File: src/rtl/reg_dump_reader.sv
// reg_dump_reader: walks the register bank two registers per capture and streams {addr,data} beats.
// Optional macro CHECKSUM_EN adds dump_csum_o, the XOR of every transferred beat since start.
module reg_dump_reader #(
    parameter int unsigned DATA_W   = 64,
    parameter int unsigned ADDR_W   = 5,
    parameter int unsigned NUM_REGS = 32
) (
    input  logic              clk_i,
    input  logic              nrst_i,
    input  logic              start_i,
    output logic [ADDR_W-1:0] rf_addr_a_o,
    output logic [ADDR_W-1:0] rf_addr_b_o,
    input  logic [DATA_W-1:0] rf_data_a_i,
    input  logic [DATA_W-1:0] rf_data_b_i,
    output logic              dump_valid_o,
    input  logic              dump_ready_i,
    output logic [ADDR_W-1:0] dump_addr_o,
    output logic [DATA_W-1:0] dump_data_o,
    output logic              dump_last_o,
    output logic              busy_o,
    output logic              done_o
`ifdef CHECKSUM_EN
    ,
    output logic [DATA_W-1:0] dump_csum_o
`endif
);

    localparam logic [ADDR_W-1:0] LAST_PAIR = ADDR_W'(NUM_REGS - 2);
    localparam logic [ADDR_W-1:0] LAST_ADDR = ADDR_W'(NUM_REGS - 1);

    typedef enum logic [1:0] {
        ST_IDLE,
        ST_READ,
        ST_DRAIN,
        ST_DONE
    } state_e;

    state_e            state_q, state_d;
    logic [ADDR_W-1:0] pair_q, pair_d;
    logic [1:0]        count_q, count_d;
    logic              rd_ptr_q, rd_ptr_d;
    logic [ADDR_W-1:0] ent_addr_q [2];
    logic [ADDR_W-1:0] ent_addr_d [2];
    logic [DATA_W-1:0] ent_data_q [2];
    logic [DATA_W-1:0] ent_data_d [2];

    logic              pop;
    logic              capture;
    logic              start_acc;
    logic              last_pair;
    logic              wr_slot;
    logic [ADDR_W-1:0] head_addr;

    // State register
    always_ff @(posedge clk_i or negedge nrst_i) begin
        if (!nrst_i) begin
            state_q <= ST_IDLE;
        end else begin
            state_q <= state_d;
        end
    end

    // Next-state logic
    always_comb begin
        state_d = state_q;
        unique case (state_q)
            ST_IDLE:  if (start_i) state_d = ST_READ;
            ST_READ:  if (capture && last_pair) state_d = ST_DRAIN;
            ST_DRAIN: if (pop && dump_last_o) state_d = ST_DONE;
            ST_DONE:  state_d = ST_IDLE;
            default:  state_d = ST_IDLE;
        endcase
    end

    // FSM outputs
    always_comb begin
        busy_o = (state_q == ST_READ) || (state_q == ST_DRAIN);
        done_o = (state_q == ST_DONE);
    end

    // Read ports, FIFO head and capture/pop control
    always_comb begin
        start_acc    = (state_q == ST_IDLE) && start_i;
        last_pair    = (pair_q == LAST_PAIR);
        rf_addr_a_o  = pair_q;
        rf_addr_b_o  = pair_q + ADDR_W'(1);
        head_addr    = ent_addr_q[rd_ptr_q];
        dump_valid_o = (count_q != 2'd0);
        dump_addr_o  = dump_valid_o ? head_addr : '0;
        dump_data_o  = dump_valid_o ? ent_data_q[rd_ptr_q] : '0;
        dump_last_o  = dump_valid_o && (head_addr == LAST_ADDR);
        pop          = dump_valid_o && dump_ready_i;
        capture      = (state_q == ST_READ) &&
                       ((count_q == 2'd0) || ((count_q == 2'd1) && pop));
        // Pairs are always written together, so the free slot is head + occupancy.
        wr_slot      = rd_ptr_q ^ count_q[0];
    end

    always_comb begin
        ent_addr_d = ent_addr_q;
        ent_data_d = ent_data_q;
        pair_d     = pair_q;
        count_d    = count_q - {1'b0, pop} + {capture, 1'b0};
        rd_ptr_d   = rd_ptr_q ^ pop;
        if (start_acc) begin
            pair_d = '0;
        end else if (capture) begin
            pair_d = last_pair ? '0 : pair_q + ADDR_W'(2);
        end
        if (capture) begin
            ent_addr_d[wr_slot]  = pair_q;
            ent_data_d[wr_slot]  = rf_data_a_i;
            ent_addr_d[~wr_slot] = rf_addr_b_o;
            ent_data_d[~wr_slot] = rf_data_b_i;
        end
    end

    always_ff @(posedge clk_i or negedge nrst_i) begin
        if (!nrst_i) begin
            pair_q   <= '0;
            count_q  <= '0;
            rd_ptr_q <= 1'b0;
            for (int unsigned i = 0; i < 2; i++) begin
                ent_addr_q[i] <= '0;
                ent_data_q[i] <= '0;
            end
        end else begin
            pair_q     <= pair_d;
            count_q    <= count_d;
            rd_ptr_q   <= rd_ptr_d;
            ent_addr_q <= ent_addr_d;
            ent_data_q <= ent_data_d;
        end
    end

`ifdef CHECKSUM_EN
    logic [DATA_W-1:0] csum_q, csum_d;

    always_comb begin
        csum_d = csum_q;
        if (start_acc) begin
            csum_d = '0;
        end else if (pop) begin
            csum_d = csum_q ^ dump_data_o;
        end
    end

    always_ff @(posedge clk_i or negedge nrst_i) begin
        if (!nrst_i) begin
            csum_q <= '0;
        end else begin
            csum_q <= csum_d;
        end
    end

    assign dump_csum_o = csum_q;
`endif

endmodule

File: config.mk
export PLATFORM = sky130hd
export DESIGN_NAME = reg_dump_reader
export DESIGN_NICKNAME = d
export VERILOG_FILES = /design/src/rtl/reg_dump_reader.sv
export SDC_FILE = /design/constraint.sdc
export NUM_CORES = 1
export LEC_CHECK = 0
export BUFFER_PORTS_ARGS = -buffer_cell sky130_fd_sc_hd__clkbuf_2
export CAP_MARGIN = 20
export CORE_MARGIN = 4
export CORE_UTILIZATION = 59
export CTS_BUF_LIST = sky130_fd_sc_hd__clkbuf_4 sky130_fd_sc_hd__clkbuf_8
export DETAILED_ROUTE_END_ITERATION = 16
export GPL_ROUTABILITY_DRIVEN = 0
export HOLD_SLACK_MARGIN = 0.05
export PLACE_DENSITY = 0.9
export SLEW_MARGIN = 15
export SYNTH_ARGS = -nofsm -noshare
export SYNTH_HDL_FRONTEND = slang
export SYNTH_SLANG_ARGS = --single-unit
File: constraint.sdc
create_clock -name clk_i -period 5.05 [get_ports clk_i]
set_input_delay 0.2525 -clock clk_i [delete_from_list [all_inputs] [get_ports clk_i]]
set_output_delay 0.2525 -clock clk_i [all_outputs]
set_load 0.02 [all_outputs]
==> impl_metrics.xml, run 1 <==
<?xml version="1.0" encoding="UTF-8"?>
<metrics>
  <group name="critical_path">
    <metric name="max_stage_delay" unit="ns">0.87</metric>
    <metric name="worst_setup_path_start_kind" unit="">register</metric>
    <metric name="worstRegToRegCells" unit="">8</metric>
    <metric name="critical_path.n_buffers_inverters" unit="">3</metric>
    <metric name="timing.critical_path.cells" unit="">inv_1 -&gt; ha_1 -&gt; nor2b_1 -&gt; and2_4 -&gt; buf_12 -&gt; nor2_1 -&gt; a31oi_1 -&gt; dlygate4sd3_1</metric>
    <metric name="required_time_at_the_endpoint_of_the_critical_path" unit="ns">5.45</metric>
    <metric name="endpoint_kind" unit="">register</metric>
    <metric name="critPathKind" unit="">register to register</metric>
    <metric name="reg2reg_from" unit="">state_q[1]</metric>
    <metric name="capture_point_of_the_worst_reg_to_reg_path" unit="">ent_data_q[51]</metric>
    <metric name="critPathCapture" unit="">ent_data_q[51]</metric>
    <metric name="timing.critical_path.fanout_max" unit="">127</metric>
    <metric name="setup.reg_to_reg.worst_slack" unit="ns">1.59</metric>
    <metric name="crit_start" unit="">state_q[1]</metric>
    <metric name="cp.arrival" unit="ns">3.85</metric>
    <metric name="worst_path_dominant_cell_family" unit="">simple AND/OR/NAND/NOR gates</metric>
    <metric name="slowest_stage" unit="">and2_4</metric>
    <metric name="crit_cells" unit="">8</metric>
  </group>
  <group name="synthesis">
    <metric name="synth_edf_count" unit="">0</metric>
    <metric name="synth_area_in_compound_gates" unit="">0.1194</metric>
    <metric name="ys_ff_latch" unit="">147</metric>
    <metric name="yosys-top-cells-count" unit="">nand2_1 (280), nor2_1 (199), dfrtp_1 (147), a31oi_1 (129), mux2i_1 (70)</metric>
    <metric name="synth_top_cells_by_area" unit="">dfrtp_1 (48%), nand2_1 (14%), a31oi_1 (10%), nor2_1 (9.7%), mux2i_1 (9.1%)</metric>
    <metric name="synth_cells" unit="">959</metric>
    <metric name="synth-seq-area-share" unit="">0.4756</metric>
    <metric name="synth_top_cell_area_share" unit="">0.4756</metric>
    <metric name="synth_simple_gate_area_share" unit="">0.2434</metric>
    <metric name="synth-xor-area-share" unit="">0.006794</metric>
    <metric name="count_of_different_cell_masters_after_synthesis" unit="">34</metric>
    <metric name="synth_async_sr_flop_share" unit="">1.000</metric>
    <metric name="dominantRegCellSynth" unit="">dfrtp_1</metric>
    <metric name="yosys.area_share.adder" unit="">0.01132</metric>
    <metric name="yosysWarningCount" unit="">0</metric>
    <metric name="synth_nets" unit="">1098</metric>
    <metric name="yosys.area.top_type" unit="">dfrtp_1</metric>
    <metric name="yosys-mux-area-fraction" unit="">0.09059</metric>
    <metric name="postSynthAreaPerCell" unit="µm²">8.066</metric>
    <metric name="yosys.cell_count.top_type" unit="">nand2_1</metric>
    <metric name="dominant_combinational_cell_family_by_area_after_synthesis" unit="">simple AND/OR/NAND/NOR gates</metric>
    <metric name="post_synthesis_cell_area" unit="mm²">0.007735</metric>
  </group>
  <group name="pwr">
    <metric name="powerDensity" unit="mW/mm²">771.4</metric>
    <metric name="leakage_power_figure" unit="nW">5.344</metric>
    <metric name="ir_worst_vdd" unit="mV">0.9192</metric>
    <metric name="totalPowerFinal" unit="mW">8.518</metric>
  </group>
  <group name="sta">
    <metric name="final.setup_skew" unit="ns">0.01468</metric>
    <metric name="timing.setup.tns" unit="ns">0</metric>
    <metric name="unrepaired_setup_endpoints_after_global_routing" unit="">false</metric>
    <metric name="hold_viol" unit="">0</metric>
    <metric name="worst_slew_pin_slew" unit="ns">1.081</metric>
    <metric name="slew_violations" unit="">0</metric>
    <metric name="slew_headroom" unit="">0.2779</metric>
    <metric name="timing.fmax" unit="GHz">0.2893</metric>
    <metric name="timing.final.setup_violations" unit="">0</metric>
    <metric name="finalWorstPathRequiredPeriod" unit="ns">3.456</metric>
    <metric name="final.period_utilization" unit="">0.6844</metric>
  </group>
  <group name="grt">
    <metric name="globalRoute.totalOverflow" unit="">0</metric>
    <metric name="pin_count_of_the_biggest_net_entering_global_routing" unit="">128</metric>
    <metric name="track_usage" unit="">0.3904</metric>
    <metric name="antenna_found_initial" unit="">1</metric>
    <metric name="grt_first_pass_wirelength" unit="µm">45400</metric>
    <metric name="first_global_vias" unit="">9111</metric>
  </group>
  <group name="floorplan">
    <metric name="pin_count" unit="">215</metric>
    <metric name="starting_density_of_the_core" unit="">0.6080</metric>
    <metric name="core.rowCount" unit="">41</metric>
    <metric name="dieArea" unit="mm²">0.01501</metric>
    <metric name="design.core.area" unit="mm²">0.01272</metric>
    <metric name="die-height" unit="µm">122.5</metric>
    <metric name="die_w" unit="µm">122.5</metric>
  </group>
  <group name="detailed_routing">
    <metric name="wl" unit="µm">28550</metric>
    <metric name="drt-wirelength-per-cell" unit="µm">19.22</metric>
    <metric name="detailedRoute.firstPassIterationCount" unit="">6</metric>
    <metric name="drt_iter0_markers" unit="">1099</metric>
    <metric name="final_antenna_net_count" unit="">0</metric>
    <metric name="drc" unit="">0</metric>
    <metric name="overall_via_count_from_detail_route" unit="">8948</metric>
    <metric name="post_drt_via_cell_ratio" unit="">6.026</metric>
  </group>
  <group name="finish">
    <metric name="num-nets-final" unit="">1436</metric>
    <metric name="multi_input_comb_area" unit="mm²">0.003689</metric>
    <metric name="flow.area_growth_from_synthesis" unit="%">42.75</metric>
    <metric name="layout.filler_cells" unit="">576</metric>
    <metric name="ratio_of_cells_with_drive_above_1_in_the_final_layout" unit="">0.1985</metric>
    <metric name="register_area" unit="mm²">0.003682</metric>
  </group>
  <group name="cts">
    <metric name="cts.repair_timing.setup_buffer_count" unit="">0</metric>
    <metric name="tritoncts_clock_tree" unit="">done</metric>
    <metric name="cts-buffers-inserted" unit="">17</metric>
    <metric name="cts-htree-levels" unit="">4</metric>
    <metric name="clk_pin_slew" unit="ns">0.09</metric>
    <metric name="cts_num_sinks" unit="">147</metric>
    <metric name="cts-hold-fix-buffers" unit="">180</metric>
    <metric name="post_cts_resize_count" unit="">0</metric>
    <metric name="worstSkewPairLatency" unit="ns">0.47</metric>
    <metric name="cts.root.buffer_cell" unit="">clkbuf_8</metric>
    <metric name="clockBufferDepth" unit="">2</metric>
  </group>
  <group name="job">
    <metric name="maxCapViolations" unit="">0</metric>
  </group>
  <group name="placement">
    <metric name="io_buffer_count" unit="">212</metric>
    <metric name="dp_hpwl" unit="µm">12820</metric>
  </group>
  <group name="run_status">
    <metric name="status" unit="">finished clean</metric>
  </group>
  <group name="worst_hold_path">
    <metric name="min_path_type" unit="">input pin to register</metric>
  </group>
</metrics>
## registers in the layout, indices dropped and copies added, names as in the netlist
name         cells
count_q          2
ent_addr_q      10
ent_data_q     128
rd_ptr_q         1
rf_addr_a_o      4
state_q          2
## cell families (layout without fill, tap and decap cells)
family / after synthesis / in the layout
flops: 147 / 147
fa+ha+maj: 7 / 7
xor+xnor: 6 / 6
other cells: 2 / 5
simple gates: 493 / 493
compound gates: 146 / 146
buf+inv: 88 / 439
mux: 70 / 70
## worst min path at each step
stage | startpoint | to | slack (ns) | depth (start not counted)
CTS | rf_data_a_i[37] | ent_data_q[37] | 0.05 | 3
global placement | nrst_i | state_q[1] | 0.37 | 1
detailed placement | nrst_i | state_q[0] | 0.37 | 1
global route | rf_data_a_i[37] | ent_data_q[37] | 0.07 | 3
floorplan | nrst_i | count_q[0] | -0.04 | 0
finish | rf_data_a_i[37] | ent_data_q[37] | 0.07 | 3
## worst reg2reg max path: stages (launching register included)
cell and delay, ns:
dfrtp_1 0.40, inv_1 0.14, ha_1 0.21, nor2b_1 0.26
and2_4 0.87, buf_12 0.50, nor2_1 0.16, a31oi_1 0.25
dlygate4sd3_1 0.60
## area by class of cell
type | instances | share of cell area
diodes | 3 | 0.0006799
clock buffers | 22 | 0.02629
clock inverters | 10 | 0.01609
inverters | 7 | 0.002380
multi-input cells | 724 | 0.3341
flip-flops and latches | 147 | 0.3335
well taps | 172 | 0.01949
repair buffers | 400 | 0.2675
## power by group
part / total [mW] / internal (mW) / switching (mW)
sequential: 2.25 / 1.76 / 0.486
combinational: 5.18 / 1.94 / 3.24
clock: 1.09 / 0.635 / 0.453
total: 8.52 / 4.34 / 4.18
## layout by cell type, fill, tap and decap left out, types with 3 or more instances in the layout
master / Yosys / layout
dfrtp_1: 147 / 146
clkbuf_8: 0 / 20
inv_1: 6 / 6
buf_4: 6 / 6
a31oi_1: 129 / 129
clkinv_2: 0 / 4
clkbuf_2: 0 / 211
dlygate4sd3_1: 0 / 180
ha_1: 7 / 7
nand2_1: 280 / 280
a21oi_1: 6 / 6
diode_2: 0 / 3
mux2i_1: 70 / 70
nor2_1: 199 / 199
nand3_1: 4 / 4
bufinv_16: 0 / 5
## through the flow
step | cells | util | hold slack (ns) | setup slack, ns | instance area (µm²)
2_1_floorplan | 959 | - | -0.04309 | 3.249 | 7735
3_3_place_gp | 1270 | 0.6889 | 0.3651 | 2.439 | 8765
3_5_place_dp | 1270 | 0.6889 | 0.3666 | 2.365 | 8765
4_1_cts | 1482 | 0.8673 | 0.05223 | 1.867 | 11030
5_1_grt | 1483 | 0.8675 | 0.06731 | 1.416 | 11040
6_report | 1485 | 0.8679 | 0.07375 | 1.594 | 11040
## routing by layer
layer  GRT usage  vias up  wire, µm
met5           0        -         0
met4      0.2757        0      2050
met3     0.09954      214      2483
met2      0.6578      684     14160
met1      0.4298     4180      9857
li1            -     3870         -
(Power assumes the default switching activity.)
==> inputs of run 2 (changes only) <==
--- a/config.mk
+++ b/config.mk
@@ -8,12 +8,12 @@
 export BUFFER_PORTS_ARGS = -buffer_cell sky130_fd_sc_hd__clkbuf_2
 export CAP_MARGIN = 20
 export CORE_MARGIN = 4
-export CORE_UTILIZATION = 59
+export CORE_UTILIZATION = 55
 export CTS_BUF_LIST = sky130_fd_sc_hd__clkbuf_4 sky130_fd_sc_hd__clkbuf_8
 export DETAILED_ROUTE_END_ITERATION = 16
 export GPL_ROUTABILITY_DRIVEN = 0
 export HOLD_SLACK_MARGIN = 0.05
-export PLACE_DENSITY = 0.9
+export PLACE_DENSITY = 0.84
 export SLEW_MARGIN = 15
 export SYNTH_ARGS = -nofsm -noshare
 export SYNTH_HDL_FRONTEND = slang
==> constraint.sdc (replaced) <==
create_clock -name clk_i -period 3.33 [get_ports clk_i]
set_input_delay 0.1665 -clock clk_i [delete_from_list [all_inputs] [get_ports clk_i]]
set_output_delay 0.1665 -clock clk_i [all_outputs]
set_load 0.02 [all_outputs]
==> impl_metrics.xml, run 2 (synthesis gave the netlist of run 1 again) <==
<?xml version="1.0" encoding="UTF-8"?>
<metrics>
  <group name="sta">
    <metric name="timing.fmax" unit="GHz">0.3289</metric>
    <metric name="slew_headroom" unit="">0.4478</metric>
    <metric name="final.period_utilization" unit="">0.9130</metric>
    <metric name="slew_violations" unit="">0</metric>
    <metric name="hold_viol" unit="">0</metric>
    <metric name="unrepaired_setup_endpoints_after_global_routing" unit="">false</metric>
    <metric name="timing.setup.tns" unit="ns">0</metric>
    <metric name="final.setup.worst_slack" unit="ns">0.2898</metric>
    <metric name="final.setup_skew" unit="ns">0.009709</metric>
    <metric name="timing.final.setup_violations" unit="">0</metric>
    <metric name="finalWorstPathRequiredPeriod" unit="ns">3.040</metric>
    <metric name="worst_slew_pin_slew" unit="ns">0.8283</metric>
  </group>
  <group name="critical_path">
    <metric name="setup.reg_to_reg.worst_slack" unit="ns">0.29</metric>
    <metric name="critical_path.n_buffers_inverters" unit="">3</metric>
    <metric name="timing.critical_path.cells" unit="">inv_1 -&gt; ha_1 -&gt; nor2b_1 -&gt; and2_4 -&gt; buf_4 -&gt; nor2_1 -&gt; a31oi_1 -&gt; dlygate4sd3_1</metric>
    <metric name="critPathKind" unit="">register to register</metric>
    <metric name="worstRegToRegCells" unit="">8</metric>
    <metric name="required_time_at_the_endpoint_of_the_critical_path" unit="ns">3.70</metric>
    <metric name="slowest_stage" unit="">and2_4</metric>
    <metric name="worst_path_dominant_cell_family" unit="">buffers and inverters</metric>
    <metric name="max_stage_delay" unit="ns">0.67</metric>
    <metric name="endpoint_kind" unit="">register</metric>
    <metric name="cp.arrival" unit="ns">3.41</metric>
    <metric name="reg2reg_from" unit="">state_q[1]</metric>
    <metric name="capture_point_of_the_worst_reg_to_reg_path" unit="">ent_data_q[59]</metric>
    <metric name="timing.critical_path.fanout_max" unit="">63</metric>
    <metric name="worst_setup_path_start_kind" unit="">register</metric>
  </group>
  <group name="cts">
    <metric name="cts_num_sinks" unit="">147</metric>
    <metric name="clockBufferDepth" unit="">2</metric>
    <metric name="cts.root.buffer_cell" unit="">clkbuf_8</metric>
    <metric name="worstSkewPairLatency" unit="ns">0.44</metric>
    <metric name="cts-buffers-inserted" unit="">17</metric>
    <metric name="clk_pin_slew" unit="ns">0.08</metric>
    <metric name="post_cts_resize_count" unit="">0</metric>
    <metric name="cts-htree-levels" unit="">4</metric>
    <metric name="tritoncts_clock_tree" unit="">done</metric>
  </group>
  <group name="worst_hold_path">
    <metric name="hold_depth" unit="">4</metric>
    <metric name="hold_start" unit="">dump_ready_i</metric>
    <metric name="min_path_type" unit="">input pin to register</metric>
    <metric name="hold_crit_endpoint" unit="">count_q[1]</metric>
  </group>
  <group name="finish">
    <metric name="flow.area_growth_from_synthesis" unit="%">46.02</metric>
    <metric name="final_core_util" unit="">0.8168</metric>
    <metric name="final_common_cell" unit="">nand2_1</metric>
    <metric name="layout.filler_cells" unit="">759</metric>
    <metric name="register_area" unit="mm²">0.003682</metric>
    <metric name="ratio_of_cells_with_drive_above_1_in_the_final_layout" unit="">0.2000</metric>
    <metric name="largest_register_ffs" unit="">128</metric>
    <metric name="multi_input_comb_area" unit="mm²">0.003689</metric>
    <metric name="num-nets-final" unit="">1456</metric>
    <metric name="register_with_the_highest_flop_count" unit="">ent_data_q</metric>
    <metric name="top_library_cells_by_usage_in_the_layout_fill_and_taps_aside" unit="">nand2_1 (280), clkbuf_2 (211), nor2_1 (199), dlygate4sd3_1 (194), dfrtp_1 (146)</metric>
  </group>
  <group name="pwr">
    <metric name="leakage_power_figure" unit="nW">5.450</metric>
    <metric name="powerDensity" unit="mW/mm²">1133</metric>
    <metric name="ir_worst_vdd" unit="mV">0.8634</metric>
    <metric name="totalPowerFinal" unit="mW">12.80</metric>
  </group>
  <group name="detailed_routing">
    <metric name="overall_via_count_from_detail_route" unit="">8635</metric>
    <metric name="final_antenna_net_count" unit="">0</metric>
    <metric name="drc" unit="">0</metric>
    <metric name="detailedRoute.firstPassIterationCount" unit="">5</metric>
    <metric name="drt-wirelength-per-cell" unit="µm">17.47</metric>
    <metric name="wl" unit="µm">26390</metric>
    <metric name="drt_iter0_markers" unit="">847</metric>
    <metric name="post_drt_via_cell_ratio" unit="">5.715</metric>
  </group>
  <group name="floorplan">
    <metric name="design.core.area" unit="mm²">0.01383</metric>
    <metric name="starting_density_of_the_core" unit="">0.5594</metric>
    <metric name="core.rowCount" unit="">43</metric>
    <metric name="pin_count" unit="">215</metric>
    <metric name="dieArea" unit="mm²">0.01603</metric>
    <metric name="die_w" unit="µm">126.6</metric>
    <metric name="die-height" unit="µm">126.6</metric>
  </group>
  <group name="grt">
    <metric name="globalRoute.totalOverflow" unit="">0</metric>
    <metric name="antenna_found_initial" unit="">0</metric>
    <metric name="pin_count_of_the_biggest_net_entering_global_routing" unit="">86</metric>
    <metric name="first_global_vias" unit="">8821</metric>
    <metric name="grt_first_pass_wirelength" unit="µm">43390</metric>
    <metric name="track_usage" unit="">0.3353</metric>
  </group>
  <group name="run_status">
    <metric name="status" unit="">finished clean</metric>
  </group>
  <group name="placement">
    <metric name="setup_ws_pre_cts" unit="ns">0.9481</metric>
    <metric name="io_buffer_count" unit="">212</metric>
    <metric name="dp_hpwl" unit="µm">13150</metric>
  </group>
  <group name="job">
    <metric name="maxCapViolations" unit="">0</metric>
  </group>
</metrics>
run 2: metrics by stage:
| stage | hold slack (ns) | cell area [µm²] | instances |
|---|---|---|---|
| CTS | 0.2355 | 11290 | 1510 |
| finish | 0.2767 | 11290 | 1511 |
| global route | 0.2925 | 11290 | 1510 |
| floorplan | -0.1291 | 7735 | 959 |
| global placement | 0.2735 | 8882 | 1284 |
| detailed placement | 0.2768 | 8882 | 1284 |
run 2: area by class of cell:
cell class	count	share of cell area
diodes	1	0.0002216
inverters	7	0.002326
clock buffers	22	0.02570
flip-flops and latches	147	0.3260
multi-input cells	724	0.3266
clock inverters	10	0.01573
repair buffers	420	0.2835
well taps	180	0.01994
run 2: worst max path at each step:
stage                          start               to  slack (ns)  cells after the start
after detailed placement  state_q[1]  ent_data_q[123]        0.95                      7
after floorplan           state_q[1]   ent_data_q[66]        1.53                      8
after CTS                 state_q[1]   ent_data_q[59]        0.44                      8
after global placement    state_q[1]   ent_data_q[59]        1.09                      7
after global routing      state_q[1]   ent_data_q[59]        0.11                      8
final                     state_q[1]   ent_data_q[59]        0.29                      8
run 2: timing repair:
action	CTS	global route
hold buffers	194	0
hold endpoints to repair	216	0
buffers inserted	0	0
run 2: metal layers:
layer / track usage / wire length (µm) / vias up
met4: 0.1905 / 1382 / 0
met3: 0.06568 / 2031 / 133
met1: 0.3928 / 9500 / 4062
li1: - / - / 3906
met2: 0.5750 / 13480 / 534
met5: 0 / 0 / -
run 2: tightest hold or removal path: stages:
cell      delay, ns
clkbuf_2       0.10
nand2b_1       0.18
a21oi_1        0.11
xnor2_1        0.12
run 2: power breakdown:
part | internal (mW) | total [mW] | switching, mW | leakage (nW)
combinational | 3.05 | 7.80 | 4.75 | 3.53
sequential | 2.67 | 3.36 | 0.688 | 1.68
clock | 0.964 | 1.63 | 0.670 | 0.239
==> inputs of run 3 (changes only) <==
--- a/config.mk
+++ b/config.mk
@@ -8,12 +8,12 @@
 export BUFFER_PORTS_ARGS = -buffer_cell sky130_fd_sc_hd__clkbuf_2
 export CAP_MARGIN = 20
 export CORE_MARGIN = 4
-export CORE_UTILIZATION = 55
-export CTS_BUF_LIST = sky130_fd_sc_hd__clkbuf_4 sky130_fd_sc_hd__clkbuf_8
+export CORE_UTILIZATION = 53
 export DETAILED_ROUTE_END_ITERATION = 16
 export GPL_ROUTABILITY_DRIVEN = 0
 export HOLD_SLACK_MARGIN = 0.05
-export PLACE_DENSITY = 0.84
+export PLACE_DENSITY = 0.82
+export SETUP_SLACK_MARGIN = 0.4
 export SLEW_MARGIN = 15
 export SYNTH_ARGS = -nofsm -noshare
 export SYNTH_HDL_FRONTEND = slang
==> impl_metrics.xml, run 3 (synthesis gave the netlist of run 1 again) <==
<?xml version="1.0" encoding="UTF-8"?>
<metrics>
  <group name="grt">
    <metric name="antenna_found_initial" unit="">1</metric>
    <metric name="pin_count_of_the_biggest_net_entering_global_routing" unit="">117</metric>
    <metric name="first_global_vias" unit="">8873</metric>
    <metric name="track_usage" unit="">0.3156</metric>
    <metric name="grt_first_pass_wirelength" unit="µm">41820</metric>
    <metric name="globalRoute.totalOverflow" unit="">0</metric>
  </group>
  <group name="pwr">
    <metric name="totalPowerFinal" unit="mW">13.35</metric>
    <metric name="powerDensity" unit="mW/mm²">1160</metric>
    <metric name="leakage_power_figure" unit="nW">5.539</metric>
    <metric name="ir_worst_vdd" unit="mV">0.8621</metric>
  </group>
  <group name="critical_path">
    <metric name="worst_setup_path_start_kind" unit="">register</metric>
    <metric name="endpoint_kind" unit="">register</metric>
    <metric name="critPathKind" unit="">register to register</metric>
    <metric name="required_time_at_the_endpoint_of_the_critical_path" unit="ns">3.70</metric>
    <metric name="cp.arrival" unit="ns">3.06</metric>
    <metric name="worstRegToRegCells" unit="">8</metric>
    <metric name="timing.critical_path.fanout_max" unit="">109</metric>
    <metric name="slowest_stage" unit="">dlygate4sd3_1</metric>
    <metric name="timing.critical_path.cells" unit="">inv_1 -&gt; ha_1 -&gt; nor2b_2 -&gt; and2_4 -&gt; buf_16 -&gt; nor2_1 -&gt; a31oi_1 -&gt; dlygate4sd3_1</metric>
    <metric name="max_stage_delay" unit="ns">0.57</metric>
    <metric name="worst_path_dominant_cell_family" unit="">buffers and inverters</metric>
    <metric name="crit_cells" unit="">8</metric>
    <metric name="critical_path.n_buffers_inverters" unit="">3</metric>
  </group>
  <group name="finish">
    <metric name="num-nets-final" unit="">1456</metric>
    <metric name="top_library_cells_by_usage_in_the_layout_fill_and_taps_aside" unit="">nand2_1 (280), clkbuf_2 (211), nor2_1 (199), dlygate4sd3_1 (194), dfrtp_1 (146)</metric>
    <metric name="ratio_of_cells_with_drive_above_1_in_the_final_layout" unit="">0.2008</metric>
    <metric name="register_with_the_highest_flop_count" unit="">ent_data_q</metric>
    <metric name="flow.area_growth_from_synthesis" unit="%">48.74</metric>
    <metric name="final_common_cell" unit="">nand2_1</metric>
    <metric name="layout.filler_cells" unit="">782</metric>
    <metric name="design_area" unit="mm²">0.01150</metric>
    <metric name="register_area" unit="mm²">0.003682</metric>
    <metric name="final_core_util" unit="">0.8162</metric>
    <metric name="largest_register_ffs" unit="">128</metric>
    <metric name="multi_input_comb_area" unit="mm²">0.003706</metric>
  </group>
  <group name="detailed_routing">
    <metric name="drt_iter0_markers" unit="">987</metric>
    <metric name="overall_via_count_from_detail_route" unit="">8664</metric>
    <metric name="drc" unit="">0</metric>
    <metric name="detailedRoute.firstPassIterationCount" unit="">6</metric>
    <metric name="final_antenna_net_count" unit="">0</metric>
    <metric name="wl" unit="µm">26860</metric>
    <metric name="drt-wirelength-per-cell" unit="µm">17.74</metric>
    <metric name="post_drt_via_cell_ratio" unit="">5.723</metric>
  </group>
  <group name="cts">
    <metric name="clockBufferDepth" unit="">2</metric>
    <metric name="cts-buffers-inserted" unit="">17</metric>
    <metric name="tritoncts_clock_tree" unit="">done</metric>
    <metric name="cts-htree-levels" unit="">4</metric>
    <metric name="clk_pin_slew" unit="ns">0.06</metric>
    <metric name="cts_num_sinks" unit="">147</metric>
    <metric name="worstSkewPairLatency" unit="ns">0.43</metric>
    <metric name="cts.root.buffer_cell" unit="">clkbuf_16</metric>
  </group>
  <group name="sta">
    <metric name="hold_viol" unit="">0</metric>
    <metric name="timing.setup.tns" unit="ns">0</metric>
    <metric name="slew_violations" unit="">0</metric>
    <metric name="final.period_utilization" unit="">0.8097</metric>
    <metric name="finalWorstPathRequiredPeriod" unit="ns">2.696</metric>
    <metric name="timing.fmax" unit="GHz">0.3709</metric>
    <metric name="worst_slew_pin_slew" unit="ns">0.7176</metric>
    <metric name="timing.final.setup_violations" unit="">0</metric>
    <metric name="unrepaired_setup_endpoints_after_global_routing" unit="">false</metric>
    <metric name="final.setup_skew" unit="ns">0.006795</metric>
    <metric name="slew_headroom" unit="">0.5216</metric>
  </group>
  <group name="worst_hold_path">
    <metric name="hold_depth" unit="">3</metric>
    <metric name="min_path_type" unit="">input pin to register</metric>
  </group>
  <group name="floorplan">
    <metric name="design.core.area" unit="mm²">0.01410</metric>
    <metric name="dieArea" unit="mm²">0.01659</metric>
    <metric name="die-height" unit="µm">128.8</metric>
    <metric name="core.rowCount" unit="">43</metric>
    <metric name="starting_density_of_the_core" unit="">0.5487</metric>
    <metric name="pin_count" unit="">215</metric>
    <metric name="die_w" unit="µm">128.8</metric>
  </group>
  <group name="placement">
    <metric name="placed_cell_area" unit="mm²">0.008802</metric>
    <metric name="io_buffer_count" unit="">212</metric>
    <metric name="dp_hpwl" unit="µm">13290</metric>
  </group>
  <group name="run_status">
    <metric name="status" unit="">finished clean</metric>
  </group>
  <group name="job">
    <metric name="maxCapViolations" unit="">0</metric>
  </group>
</metrics>
==> run 3: changes by cell type in the layout (fill, tap and decap cells not counted) <==
cell / change
buf_12: -5
and2_2: +2
buf_16: +2
clkbuf_16: +18
nor2b_1: -1
nor2b_2: +1
bufinv_16: +1
clkbuf_8: -19
diode_2: +3
clkbuf_4: -2
clkinv_4: +3
==> run 3: routing by layer <==
metal / global-route usage / wire length [µm] / vias to the layer above
met1: 0.3571 / 9721 / 4070
met4: 0.1674 / 1285 / 0
met3: 0.06351 / 2210 / 143
li1: - / - / 3904
met5: 0 / 0 / -
met2: 0.5598 / 13650 / 547
==> run 3: timing repair <==
| item | CTS | global route |
|---|---|---|
| hold buffers | 194 | 0 |
| gates resized for setup | 0 | 3 |
| setup endpoints to repair | 0 | 60 |
| setup buffers | 0 | 1 |
| endpoints found under the hold margin | 207 | 0 |
==> run 3: through the flow <==
step	cells	worst slack, ns	hold slack [ns]
after floorplan	959	1.529	-0.1291
after global placement	1280	1.096	0.2326
after detailed placement	1280	1.057	0.2353
after CTS	1506	0.5315	0.2616
after global routing	1511	0.4679	0.2887
final	1514	0.6335	0.2913
==> run 3: tightest hold or removal path: cells and delay by family <==
| kind | cells | cell delay, ns |
|---|---|---|
| XOR/XNOR | 1 | 0.10 |
| buffers and inverters | 1 | 0.11 |
| AND/OR/NAND/NOR | 1 | 0.30 |
==> run 3: area by class of cell <==
cell class	count	area share
clock inverters	14	0.02034
inverters	7	0.002284
multi-input cells	726	0.3221
repair buffers	418	0.2766
clock buffers	18	0.03817
diodes	4	0.0008700
flip-flops and latches	147	0.3201
well taps	180	0.01958
==> run 3: report_power, final <==
part	leakage, nW	switching (mW)	internal (mW)
clock	0.330	0.767	1.42
sequential	1.68	0.657	2.68
combinational	3.53	4.79	3.03
==> run 3: worst paths after layout <==
path / startpoint / end / slack (ns)
hold reg to reg: ent_addr_q[4] / ent_addr_q[4] / 0.49
min in group asynchronous: nrst_i / rf_addr_a_o[1] / 0.33
setup reg to reg: state_q[1] / ent_data_q[44] / 0.63
setup / recovery: state_q[1] / ent_data_q[44] / 0.63
max in group asynchronous: nrst_i / ent_data_q[97] / 2.17
hold / removal: dump_ready_i / rd_ptr_q / 0.29
